<file path="src/rtl/fifo_umbral_param.sv">
// Synchronous FIFO with init-loaded almost-full/almost-empty thresholds, a registered read port and
// overflow/underflow flags. Define FIFO_ERR_STICKY_EN to make the error flags hold until reset/init.
module fifo_umbral_param #(
  parameter int DATA_WIDTH = 6,
  parameter int ADDR_WIDTH = 3
) (
  input  logic                  clk,
  input  logic                  reset_L,
  input  logic                  init,
  input  logic                  wr_enable,
  input  logic                  rd_enable,
  input  logic [DATA_WIDTH-1:0] data_in,
  input  logic [ADDR_WIDTH:0]   umbral_alto,
  input  logic [ADDR_WIDTH:0]   umbral_bajo,
  output logic [DATA_WIDTH-1:0] data_out,
  output logic                  valid_out,
  output logic                  full,
  output logic                  empty,
  output logic                  almost_full,
  output logic                  almost_empty,
  output logic                  overflow_err,
  output logic                  underflow_err,
  output logic [ADDR_WIDTH:0]   count
);

  localparam int DEPTH = 2**ADDR_WIDTH;
  localparam logic [ADDR_WIDTH:0]   DEPTH_C  = (ADDR_WIDTH+1)'(DEPTH);
  localparam logic [ADDR_WIDTH:0]   ALTO_RST = (ADDR_WIDTH+1)'(DEPTH - 1);
  localparam logic [ADDR_WIDTH:0]   BAJO_RST = (ADDR_WIDTH+1)'(1);
  localparam logic [ADDR_WIDTH:0]   CNT_ONE  = (ADDR_WIDTH+1)'(1);
  localparam logic [ADDR_WIDTH-1:0] PTR_ONE  = ADDR_WIDTH'(1);

  logic [DATA_WIDTH-1:0] mem [DEPTH];

  logic [ADDR_WIDTH-1:0] wr_ptr_q, wr_ptr_d;
  logic [ADDR_WIDTH-1:0] rd_ptr_q, rd_ptr_d;
  logic [ADDR_WIDTH:0]   count_q, count_d;
  logic [ADDR_WIDTH:0]   alto_q, alto_d;
  logic [ADDR_WIDTH:0]   bajo_q, bajo_d;
  logic [DATA_WIDTH-1:0] data_out_q, data_out_d;
  logic                  valid_q, valid_d;
  logic                  ovf_q, ovf_d;
  logic                  unf_q, unf_d;

  logic full_w, empty_w;
  logic rd_accept, wr_accept;
  logic ovf_set, unf_set;

  assign full_w  = (count_q == DEPTH_C);
  assign empty_w = (count_q == '0);

  // A read frees a slot in the same cycle, so a full FIFO can still take a write alongside it.
  assign rd_accept = init & rd_enable & ~empty_w;
  assign wr_accept = init & wr_enable & (~full_w | rd_accept);
  assign ovf_set   = wr_enable & full_w & ~rd_accept;
  assign unf_set   = rd_enable & empty_w;

  always_comb begin
    wr_ptr_d   = wr_ptr_q;
    rd_ptr_d   = rd_ptr_q;
    count_d    = count_q;
    alto_d     = alto_q;
    bajo_d     = bajo_q;
    data_out_d = '0;
    valid_d    = 1'b0;
    ovf_d      = 1'b0;
    unf_d      = 1'b0;
    if (!init) begin
      wr_ptr_d = '0;
      rd_ptr_d = '0;
      count_d  = '0;
      alto_d   = umbral_alto;
      bajo_d   = umbral_bajo;
    end else begin
      if (rd_accept) begin
        data_out_d = mem[rd_ptr_q];
        valid_d    = 1'b1;
        rd_ptr_d   = rd_ptr_q + PTR_ONE;
      end
      if (wr_accept) begin
        wr_ptr_d = wr_ptr_q + PTR_ONE;
      end
      case ({wr_accept, rd_accept})
        2'b10:   count_d = count_q + CNT_ONE;
        2'b01:   count_d = count_q - CNT_ONE;
        default: count_d = count_q;
      endcase
`ifdef FIFO_ERR_STICKY_EN
      ovf_d = ovf_q | ovf_set;
      unf_d = unf_q | unf_set;
`else
      ovf_d = ovf_set;
      unf_d = unf_set;
`endif
    end
  end

  always_ff @(posedge clk or negedge reset_L) begin
    if (!reset_L) begin
      wr_ptr_q   <= '0;
      rd_ptr_q   <= '0;
      count_q    <= '0;
      alto_q     <= ALTO_RST;
      bajo_q     <= BAJO_RST;
      data_out_q <= '0;
      valid_q    <= 1'b0;
      ovf_q      <= 1'b0;
      unf_q      <= 1'b0;
    end else begin
      wr_ptr_q   <= wr_ptr_d;
      rd_ptr_q   <= rd_ptr_d;
      count_q    <= count_d;
      alto_q     <= alto_d;
      bajo_q     <= bajo_d;
      data_out_q <= data_out_d;
      valid_q    <= valid_d;
      ovf_q      <= ovf_d;
      unf_q      <= unf_d;
    end
  end

  // Storage is deliberately left out of reset and init so it maps onto plain RAM.
  always_ff @(posedge clk) begin
    if (wr_accept) begin
      mem[wr_ptr_q] <= data_in;
    end
  end

  // The full term covers thresholds above DEPTH, which count alone could never reach.
  assign almost_full   = full_w | (count_q >= alto_q);
  assign almost_empty  = (count_q <= bajo_q);
  assign full          = full_w;
  assign empty         = empty_w;
  assign count         = count_q;
  assign data_out      = data_out_q;
  assign valid_out     = valid_q;
  assign overflow_err  = ovf_q;
  assign underflow_err = unf_q;

endmodule

</file>
<file path="config.mk">
export PLATFORM = sky130hd
export DESIGN_NAME = fifo_umbral_param
export DESIGN_NICKNAME = d
export VERILOG_FILES = /design/src/rtl/fifo_umbral_param.sv
export SDC_FILE = /design/constraint.sdc
export NUM_CORES = 1
export LEC_CHECK = 0
export CORE_ASPECT_RATIO = 1.1
export CORE_MARGIN = 4
export CORE_UTILIZATION = 50
export DETAILED_ROUTE_END_ITERATION = 10
export DONT_BUFFER_PORTS = 1
export PLACE_DENSITY_LB_ADDON = 0.3
export SLEW_MARGIN = 20
export SYNTH_ARGS = -nofsm -noshare
export SYNTH_HDL_FRONTEND = slang
export SYNTH_SLANG_ARGS = --single-unit
</file>
<file path="constraint.sdc">
create_clock -name clk -period 3.3 [get_ports clk]
set_clock_uncertainty 0.2 [all_clocks]
set_input_delay 0.66 -clock clk [delete_from_list [all_inputs] [get_ports clk]]
set_output_delay 0.66 -clock clk [all_outputs]
set_load 0.1 [all_outputs]
</file>
[After elaboration in Yosys (flattened, before gate mapping)]
Memories as Yosys holds them, arrays and structs flattened.
Cells that the tools add are included.
Storage, ports and cells
  word-level logic and storage cells: 49
  memory bits (writable): 48
  bits of input ports: 19
  output and inout bits: 17
  flip-flop bits (word level): 27
  memories: 1
Memory list
  mem: depth 8, width 6, read ports 1, clocked after Yosys merged registers in 0, write ports 1, line 33  | logic [DATA_WIDTH-1:0] mem [DEPTH];
Cells by class
  order comparisons: 2
  equality and inequality tests: 6
  reduce and logical (&&, ||, !) cells: 1
  bitwise operators: 12
  $add $sub $neg: 4
  multiplexer cells: 14
Operator list (count)
  $mux 3: 4
  $mux 6: 2
  $pmux 4 s2: 1
  $and 1x1->1: 7
  $add 3x1->3 const B: 2
  $mux 1: 6
  $add 4x1->4 const B: 1
  $eq 4x4->1 const B: 1
  $ge 4x4->1: 1
  $le 4x4->1: 1
  $logic_not 4->1: 1
  $mux 4: 1
  $ne 2x1->1 const B: 2
  $sub 4x1->4 const B: 1
  $ne 3x1->1 const B: 1
  $not 1->1: 3
  $eq 2x1->1 const B: 1
  $eq 2x2->1 const B: 1
  $or 1x1->1: 2

[Depth between registers and ports, before layout]
Gate-level depths: netlist (run 1).
  word-level depth: 8
  mapped depth: 10
  mapped depth without buffers: 8

[Worst setup path after synthesis (run 1)]
OpenSTA, ideal clock, no wires.
  kind: register to output
  start: reg count_q[1] (netlist: count[1])
  end: out almost_empty
  data required time: 2.440 ns
  stages on the path, launching flop included: 6
  path buffers: 0
  arrival: 3.991 ns
  path slack: -1.551 ns
  cells stage by stage: dfrtp_1 -> ha_1 -> nor2b_1 -> o21a_1 -> o21a_1 -> o21ai_0
On the way
  cells in the longest elaborated chain, start to end: 1
RTL lines
  start, declared: line 37  | logic [ADDR_WIDTH:0] count_q, count_d;
  start signal, assigned: line 112  | count_q <= count_d;
  $le 4x4->1: line 131  | assign almost_empty = (count_q <= bajo_q);
  end, declared: line 20  | output logic almost_empty,
Every way passes these cells.

[Final worst setup path (run 1)]
  start: reg count_q[0] (netlist: count[0])
  end: out almost_full
On the way
  cells in the longest elaborated chain, start to end: 2
  elaborated cells on any way between the ends: 3
  classes of those cells: order compare: 1; eq/ne: 1; bitwise: 1
RTL lines
  $ge 4x4->1 / $eq 4x4->1 (equally long branches): line 130, 49
  $or 1x1->1 *: line 130  | assign almost_full = full_w | (count_q >= alto_q);
  end, declared: line 19  | output logic almost_full,
Mark *: on every way between the ends. The rest lies on a longest branch, timed or not.

==> results of run 1 <==
-- layer usage --
layer / GRT usage [%] / wire length [um]
met5: 0 / 0
met4: 4.805 / 99
met3: 6.195 / 417
met2: 27.93 / 3166
met1: 21.02 / 2502
-- cell families (layout without fill, tap and decap cells) --
family | Yosys count | count (layout)
buf+inv | 22 | 37
xor+xnor | 6 | 6
mux | 29 | 29
compound gates | 26 | 26
fa+ha+maj | 13 | 13
simple gates | 56 | 56
flops | 75 | 75
-- synth_stat cells (3+ instances only) --
cell       n  area, um^2
o21ai_0    4       20.02
a21oi_1    4       20.02
clkbuf_1   3       11.26
nand2b_1   5       31.28
dfrtp_1   23       575.6
nor2_1    23       86.33
nand3_1    4       20.02
nor3_1     4       20.02
mux2_2     9       101.4
mux4_2    12       270.3
xor2_1     5       43.79
inv_1     11       41.29
dfstp_2    4       105.1
nand2_1    9       33.78
mux2i_1    8       80.08
edfxtp_1  48        1441
ha_1      12       150.1
-- per-stage QoR --
step | instance area, um^2 | hold slack (ns)
after floorplan | 3412 | 0.1644
after global placement | 3505 | 0.1655
after detailed placement | 3505 | 0.1654
after CTS | 3726 | 0.1682
after global routing | 3731 | 0.1575
final | 3731 | 0.1850
-- flip-flops by register name, summed over array words and instances (netlist names) --
| register | cells |
|---|---|
| alto_q | 4 |
| bajo_q | 4 |
| count | 4 |
| data_out | 6 |
| mem | 48 |
| overflow_err | 1 |
| rd_ptr_q | 3 |
| underflow_err | 1 |
| valid_out | 1 |
| wr_ptr_q | 3 |
-- placed cells by master (no fill, tap or decap), types with 5 or more instances in the layout --
cell,count
mux2_2,9
edfxtp_1,48
buf_4,7
inv_1,10
clkbuf_8,9
mux2i_1,8
nand2b_1,5
mux4_2,12
xor2_1,5
nor2_1,23
ha_1,12
nand2_1,9
dfrtp_1,19
-- area by class of cell --
class                      instances  area (um^2)  share of cell area, %
tap                               82        102.6                  2.750
inverter                          12        48.80                  1.308
sequential                        75         2127                  57.01
clock inverter                     6        63.81                  1.710
clock buffer                      10        127.6                  3.421
timing repair buffer               9        82.58                  2.213
multi-input combinational        130         1179                  31.59
-- critical path, stage by stage, from the launching register on --
cell and delay, ns:
dfrtp_2 0.44, inv_1 0.10, ha_1 0.29, nand2b_1 0.14, a21o_1 0.17, a21o_1 0.16, a211o_2 0.54
-- worst min-delay path by stage --
stage               from            to  cells after the start
2_1_floorplan    reset_L     alto_q[3]                      0
3_3_place_gp     reset_L  overflow_err                      0
3_5_place_dp     reset_L  overflow_err                      0
4_1_cts        wr_enable      count[2]                      1
5_1_grt        rd_enable  overflow_err                      1
6_report       wr_enable      count[2]                      1
-- power by group through the flow --
stage | combinational (mW) | sequential (mW) | clock [mW]
2_1_floorplan | 0.328 | 1.19 | 0
3_3_place_gp | 0.387 | 1.18 | 0
3_5_place_dp | 0.390 | 1.18 | 0
4_1_cts | 0.403 | 1.16 | 0.706
5_1_grt | 0.433 | 1.17 | 0.754
6_report | 0.398 | 1.16 | 0.691
-- timing repair --
action | in CTS | in global routing
endpoints found under the setup margin | 0 | 0
hold buffers | 2 | 0
endpoints found under the hold margin | 27 | 0
==> out/metrics.csv, run 1 <==
metric,value,unit
mux share of post-synthesis cell area,13.32,%
setup ws final,0.2478,ns
Adder-Cell Fraction of Synth Area,5.018,%
CTS tree,yes,
Post-route DRC,0,
Max Cap Violations,0,
FF-to-FF Start,count[1],
Pleak,1.395,nW
sequential fraction of the synthesis area,62.58,%
Synth cell types,46,
Peak Freq,0.3276,GHz
first-pass GRT wire length,10.08,mm
CTS root buf,clkbuf_8,
Syn Std Cell Area,3391,um^2
worst r2r dst,count[3],
CP endpoint,almost_full,
Gate power share,17.7,%
RSZ-0062 raised after global routing,no,
Inserted Diodes,0,
Final Util,56.58,%
Final Setup Violations,0,
Sw Ratio,31.13,%
Iter 0 DRT Violations,128,
post-synthesis async set-or-reset flop share,36.00,%
Mapped Cells,227,
Setup crit start,count[0],
Longest Clk Path Bufs,2,
register share of total power,51.5,%
outcome,"finished, final reports clean",
fillers,532,
Least-Margin Pin Slew,1.028,ns
Critical Path AT,2.19,ns
HPWL Detailed,4.108,mm
"critical path fanouts, max",7,
power per cell area,602.1,nW/um^2
Num CTS Buffers,9,
Non-Filler Instances,324,
CTS H-tree depth,3,
top_reg_cell synth,edfxtp_1,
routed length per instance,19.09,um
Final Max Tran Viols,0,
max_slew headroom,30.96,%
via/cell ratio,5.676,
IO Pins,36,
grt ovf,0,
DRT Pass-1 Iters,4,
Pint,1.547,mW
worst path required time,2.44,ns
Final period util,92.49,%
worst hold path type,primary input to flip-flop,
initial core utilization,51.42,%
Global Route Usage Sum,16.93,%
Setup CP Type,flip-flop to output pin,
Core Region,6594,um^2
Worst Setup End Kind,output pin,
clock share of power,30.7,%
pin count of the biggest net entering global routing,28,
layout cells sized above 1,26.86,%
main combinational cell family by area after synthesis,multiplexers,
P_sw,699.2,uW
area grow syn2layout,10.04,%
"Reg clk slew, reported paths",0.09,ns
die width,86.52,um
Synth Register Bits,75,
initial antenna violation count,0,
FF-to-FF setup slack,0.56,ns
post-CTS sizing,0,
number of synthesized flops with an enable pin,48,
Simple-Gate Fraction of Synth Area,8.635,%
type of origin of the critical path,flip-flop,
port bufs,0,
cell row count,31,
fin crit period,3.052,ns
total power,2.246,mW
syn nets,259,
final wirelength,6.186,mm
clk_lat worst skew,0.34,ns
Setup TNS,0,ns
VDD IR-drop max,0.3807,mV
Die Ht,94.37,um
post-synthesis compound-gate area fraction,5.720,%
gpl congestion,0.8638,
dpl cells,306,
vias in the first global route,1948,
Synth Area in XOR/XNOR,1.550,%
Setup Buffers After CTS,0,
Reg2Reg Depth,8,
Final Hold Viols,0,
worst slack at placement,0.4749,ns
clk sinks,75,
Avg Inst Size Synth,14.94,um^2
Synth warnings,0,
Post-DRT Antenna Nets,0,
nets,269,
die footprint,8164,um^2
routed vias,1839,
No activity file was read; power rests on OpenSTA's default activity.
==> run 2: changes to the inputs <==
--- a/config.mk
+++ b/config.mk
@@ -10,7 +10,7 @@
 export CORE_UTILIZATION = 50
 export DETAILED_ROUTE_END_ITERATION = 10
 export DONT_BUFFER_PORTS = 1
-export PLACE_DENSITY_LB_ADDON = 0.3
+export PLACE_DENSITY = 0.68
 export SLEW_MARGIN = 20
 export SYNTH_ARGS = -nofsm -noshare
 export SYNTH_HDL_FRONTEND = slang
==> constraint.sdc (replaced) <==
create_clock -name clk -period 2.45 [get_ports clk]
set_clock_uncertainty 0.2 [all_clocks]
set_input_delay 0.49 -clock clk [delete_from_list [all_inputs] [get_ports clk]]
set_output_delay 0.49 -clock clk [all_outputs]
set_load 0.02 [all_outputs]
==> out/metrics.csv, run 2 (synthesis gave the netlist of run 1 again) <==
metric,value,unit
outcome,finished with violations,
failing checks,setup timing,
Final Max Tran Viols,0,
Global Route Usage Sum,17.94,%
Final Hold Viols,0,
"critical path fanouts, max",4,
type of origin of the critical path,flip-flop,
Peak Freq,0.3892,GHz
VDD IR-drop max,0.4447,mV
Iter 0 DRT Violations,87,
nets,288,
Top reg by flops,mem,
via/cell ratio,5.638,
setup ws final,-0.1191,ns
initial core utilization,51.42,%
vias in the first global route,2084,
Critical Path AT,1.88,ns
power per cell area,763.5,nW/um^2
die width,86.52,um
Post-DRT Antenna Nets,0,
Final Setup Violations,4,
Inserted Diodes,0,
Sw Ratio,25.62,%
first-pass GRT wire length,10.70,mm
Longest Clk Path Bufs,2,
IO Pins,36,
Reg2Reg Depth,9,
Worst Setup End Kind,output pin,
Core Region,6594,um^2
P_sw,793.1,uW
CTS root buf,clkbuf_8,
WHS Path Cells,0,
fillers,482,
max_slew headroom,34.17,%
worst hold path type,primary input to flip-flop,
"commonest non-fill, non-tap cell in the layout",edfxtp_1,
Least-Margin Pin Slew,0.9799,ns
CTS H-tree depth,3,
post-route cell area,4055,um^2
RSZ-0062 raised after global routing,yes,
clk_lat worst skew,0.36,ns
layout cells sized above 1,36.78,%
Largest register FFs,48,
cell row count,31,
HPWL Detailed,4.355,mm
most frequent cells in the layout,"48 x edfxtp_1, 21 x dfrtp_1, 19 x buf_4",
final wirelength,6.558,mm
"Reg clk slew, reported paths",0.08,ns
pin count of the biggest net entering global routing,28,
Num CTS Buffers,9,
fin crit period,2.569,ns
routed length per instance,19.12,um
Final period util,104.9,%
CTS tree,yes,
area grow syn2layout,19.59,%
routed vias,1934,
Final Util,61.50,%
dpl cells,316,
Post-route DRC,0,
port bufs,0,
Die Ht,94.37,um
Pleak,1.529,nW
Pint,2.303,mW
worst path required time,1.76,ns
Gate power share,18.1,%
FF-to-FF setup slack,-0.04,ns
Non-Filler Instances,343,
die footprint,8164,um^2
grt ovf,0,
register share of total power,47.0,%
Setup CP Type,flip-flop to output pin,
clock share of power,34.9,%
DP Area,3613,um^2
gpl congestion,0.8341,
initial antenna violation count,0,
DRT Pass-1 Iters,4,
Max Cap Violations,0,
clk sinks,75,
## run 2: cell count changes in the layout (fill, tap and decap cells not counted), sizes merged
cell,delta
clkinv,-2
dlygate4sd3,+2
clkbuf,+1
buf,+17
bufinv,+1
## run 2: timing repair
item,in CTS,in global routing
setup endpoints to repair,4,24
buffers inserted,5,3
hold buffers,4,0
gates resized for setup,11,10
hold endpoints to repair,30,0
pin swaps,7,3
## run 2: cell type report
type                    instances  area (um^2)  area share (%)
repair buffers                 28        257.7           6.356
inverters                      12        50.05           1.234
well taps                      82        102.6           2.530
clock buffers                  11        141.4           3.487
flip-flops and latches         75         2125           52.39
multi-input cells             130         1294           31.90
clock inverters                 5        85.08           2.098
## run 2: power groups by stage
| stage | registers, mW | logic, mW | clock network (mW) |
|---|---|---|---|
| 6_report | 1.46 | 0.561 | 1.08 |
| 3_5_place_dp | 1.48 | 0.462 | 0 |
| 4_1_cts | 1.46 | 0.546 | 1.10 |
| 2_1_floorplan | 1.49 | 0.357 | 0 |
| 3_3_place_gp | 1.48 | 0.451 | 0 |
| 5_1_grt | 1.46 | 0.618 | 1.16 |
## run 2: path summary, 6_finish.rpt
| path | from | end |
|---|---|---|
| setup / recovery | count[1] | almost_full |
| hold / removal | data_in[2] | mem[0][2] |
| setup reg to reg | count[1] | count[3] |
| hold reg to reg | bajo_q[3] | bajo_q[3] |
| max in group asynchronous | reset_L | bajo_q[0] |
| min in group asynchronous | reset_L | wr_ptr_q[0] |
## run 2: worst max-delay path, stage by stage, from the launching register on
cell and delay, ns:
dfrtp_1 0.42, buf_6 0.15, ha_1 0.29, a21o_1 0.18, a21o_1 0.15, a211o_1 0.34
## run 2: through the flow
stage | power [mW] | TNS [ns] | hold slack, ns | worst slack, ns
6_report | 3.096 | -0.2997 | 0.02583 | -0.1191
5_1_grt | 3.237 | -0.6137 | 0.003877 | -0.1951
4_1_cts | 3.102 | -0.3602 | 0.009268 | -0.1392
3_5_place_dp | 1.944 | -0.01329 | -0.004832 | -0.01329
3_3_place_gp | 1.931 | 0 | -0.004851 | 0.06746
2_1_floorplan | 1.851 | -0.3276 | -0.005591 | -0.1804
## run 2: per-layer routing
metal  wire length, um  up-vias  track usage (%)
met4               128        0            7.143
met5                 0        -                0
met1              2625      977            20.79
met2              3441       42            30.61
met3               363       13            6.021
li1                  -      902                -
==> run 3: changes to the inputs <==
--- a/config.mk
+++ b/config.mk
@@ -5,9 +5,11 @@
 export SDC_FILE = /design/constraint.sdc
 export NUM_CORES = 1
 export LEC_CHECK = 0
-export CORE_ASPECT_RATIO = 1.1
+export ABC_AREA = 0
+export CORE_ASPECT_RATIO = 0.9
 export CORE_MARGIN = 4
 export CORE_UTILIZATION = 50
+export CTS_CLUSTER_SIZE = 8
 export DETAILED_ROUTE_END_ITERATION = 10
 export DONT_BUFFER_PORTS = 1
 export PLACE_DENSITY = 0.68
==> out/metrics.csv, run 3 (synthesis gave the netlist of run 1 again) <==
metric,value,unit
outcome,finished with violations,
failing checks,setup timing,
via/cell ratio,5.524,
nets,290,
post-route cell area,4034,um^2
HPWL Detailed,4.314,mm
Pint,2.069,mW
"commonest non-fill, non-tap cell in the layout",edfxtp_1,
fin crit period,2.541,ns
CTS H-tree depth,3,
fillers,511,
Sw Ratio,28.29,%
type of origin of the critical path,flip-flop,
Top reg by flops,mem,
setup ws final,-0.09144,ns
max_slew headroom,23.85,%
worst hold path type,primary input to flip-flop,
layout cells sized above 1,35.36,%
Least-Margin Pin Slew,1.134,ns
dpl cells,324,
gpl congestion,0.7444,
port bufs,0,
clk_lat worst skew,0.35,ns
DRT Pass-1 Iters,4,
area grow syn2layout,18.97,%
Final period util,103.7,%
routed vias,1950,
Final Max Tran Viols,0,
Max Cap Violations,0,
Inserted Diodes,0,
IO Pins,36,
Setup CP Type,flip-flop to output pin,
Iter 0 DRT Violations,176,
CTS root buf,clkbuf_8,
Non-Filler Instances,353,
Gate power share,19.0,%
first-pass GRT wire length,10.45,mm
Longest Clk Path Bufs,2,
register share of total power,50.4,%
final wirelength,6.592,mm
VDD IR-drop max,0.3039,mV
die footprint,8165,um^2
"Reg clk slew, reported paths",0.09,ns
P_sw,816.0,uW
final hold slack,0.02095,ns
Die Ht,86.13,um
worst path required time,1.76,ns
die width,94.81,um
Largest register FFs,48,
Final Hold Viols,0,
Pleak,1.519,nW
grt ovf,0,
Setup TNS,-0.1945,ns
CTS tree,yes,
vias in the first global route,1962,
Post-route DRC,0,
Final Setup Violations,4,
total power,2.885,mW
cell row count,28,
pin count of the biggest net entering global routing,28,
Post-DRT Antenna Nets,0,
Num CTS Buffers,9,
Global Route Usage Sum,17.70,%
"critical path fanouts, max",2,
DP Area,3623,um^2
clk sinks,75,
clock share of power,30.6,%
routed length per instance,18.67,um
RSZ-0062 raised after global routing,yes,
Worst Setup End Kind,output pin,
power per cell area,715.1,nW/um^2
initial antenna violation count,0,
initial core utilization,51.48,%
most frequent cells in the layout,"48 x edfxtp_1, 22 x dfrtp_1, 21 x nor2_1",
Core Region,6586,um^2
Critical Path AT,1.85,ns
Peak Freq,0.3935,GHz
run 3: changes by cell type in the layout (fill, tap and decap cells not counted), moves of 2 or more:
cell | previous run | this run
buf_4 | 19 | 16
buf_6 | 4 | 7
bufinv_16 | 2 | 0
clkinv_4 | 1 | 3
dlygate4sd3_1 | 3 | 6
nor2_1 | 18 | 21
nor2_2 | 4 | 1
run 3: path summary, 6_finish.rpt:
path                            from            to  slack (ns)  depth (start not counted)
max reg2reg                 count[1]      count[2]       -0.06                          9
min in group asynchronous    reset_L   data_out[1]        0.36                          2
min reg2reg                bajo_q[3]     bajo_q[3]        0.31                          1
max in group asynchronous    reset_L     alto_q[2]        1.44                          2
max                        alto_q[0]   almost_full       -0.09                          5
min                        rd_enable  overflow_err        0.02                          1
run 3: metal layers:
metal	GRT usage (%)	vias up	wire [um]
li1	-	902	-
met1	23.21	974	2852
met2	27.40	64	3181
met3	6.491	10	479
met4	5.898	0	78
met5	0	-	0
run 3: critical path, stage by stage, from the launching register on:
cell,delay (ns)
dfstp_2,0.56
ha_4,0.19
nand2b_4,0.12
a21o_1,0.15
a21o_1,0.15
a211o_1,0.34
run 3: power by group through the flow:
stage               clock network [mW]  logic [mW]  registers, mW
floorplan                            0       0.357           1.49
global placement                     0       0.454           1.48
detailed placement                   0       0.462           1.48
CTS                              0.906       0.530           1.45
global route                     0.956       0.599           1.46
finish                           0.882       0.549           1.45
run 3: stage by stage:
step           setup WS (ns)  utilization (%)
2_1_floorplan        -0.1804                -
3_3_place_gp         0.07133            55.02
3_5_place_dp       -0.002952            55.02
4_1_cts              -0.1286            60.13
5_1_grt              -0.1703            61.25
6_report            -0.09144            61.25
run 3: repair_timing:
action	in CTS	in global routing
setup endpoints to repair	3	7
setup buffers	5	1
endpoints found under the hold margin	29	4
pin swaps	7	8
gates resized for setup	9	11
hold buffers	4	3
run 3: layout make-up:
cell class	instances	area, um^2	share of cell area (%)
Clock inverter	7	60.06	1.489
Inverter	12	50.05	1.241
Multi-Input combinational cell	130	1285	31.85
Timing Repair Buffer	30	279.0	6.917
Clock buffer	9	123.9	3.071
Tap cell	90	112.6	2.792
Sequential cell	75	2123	52.64
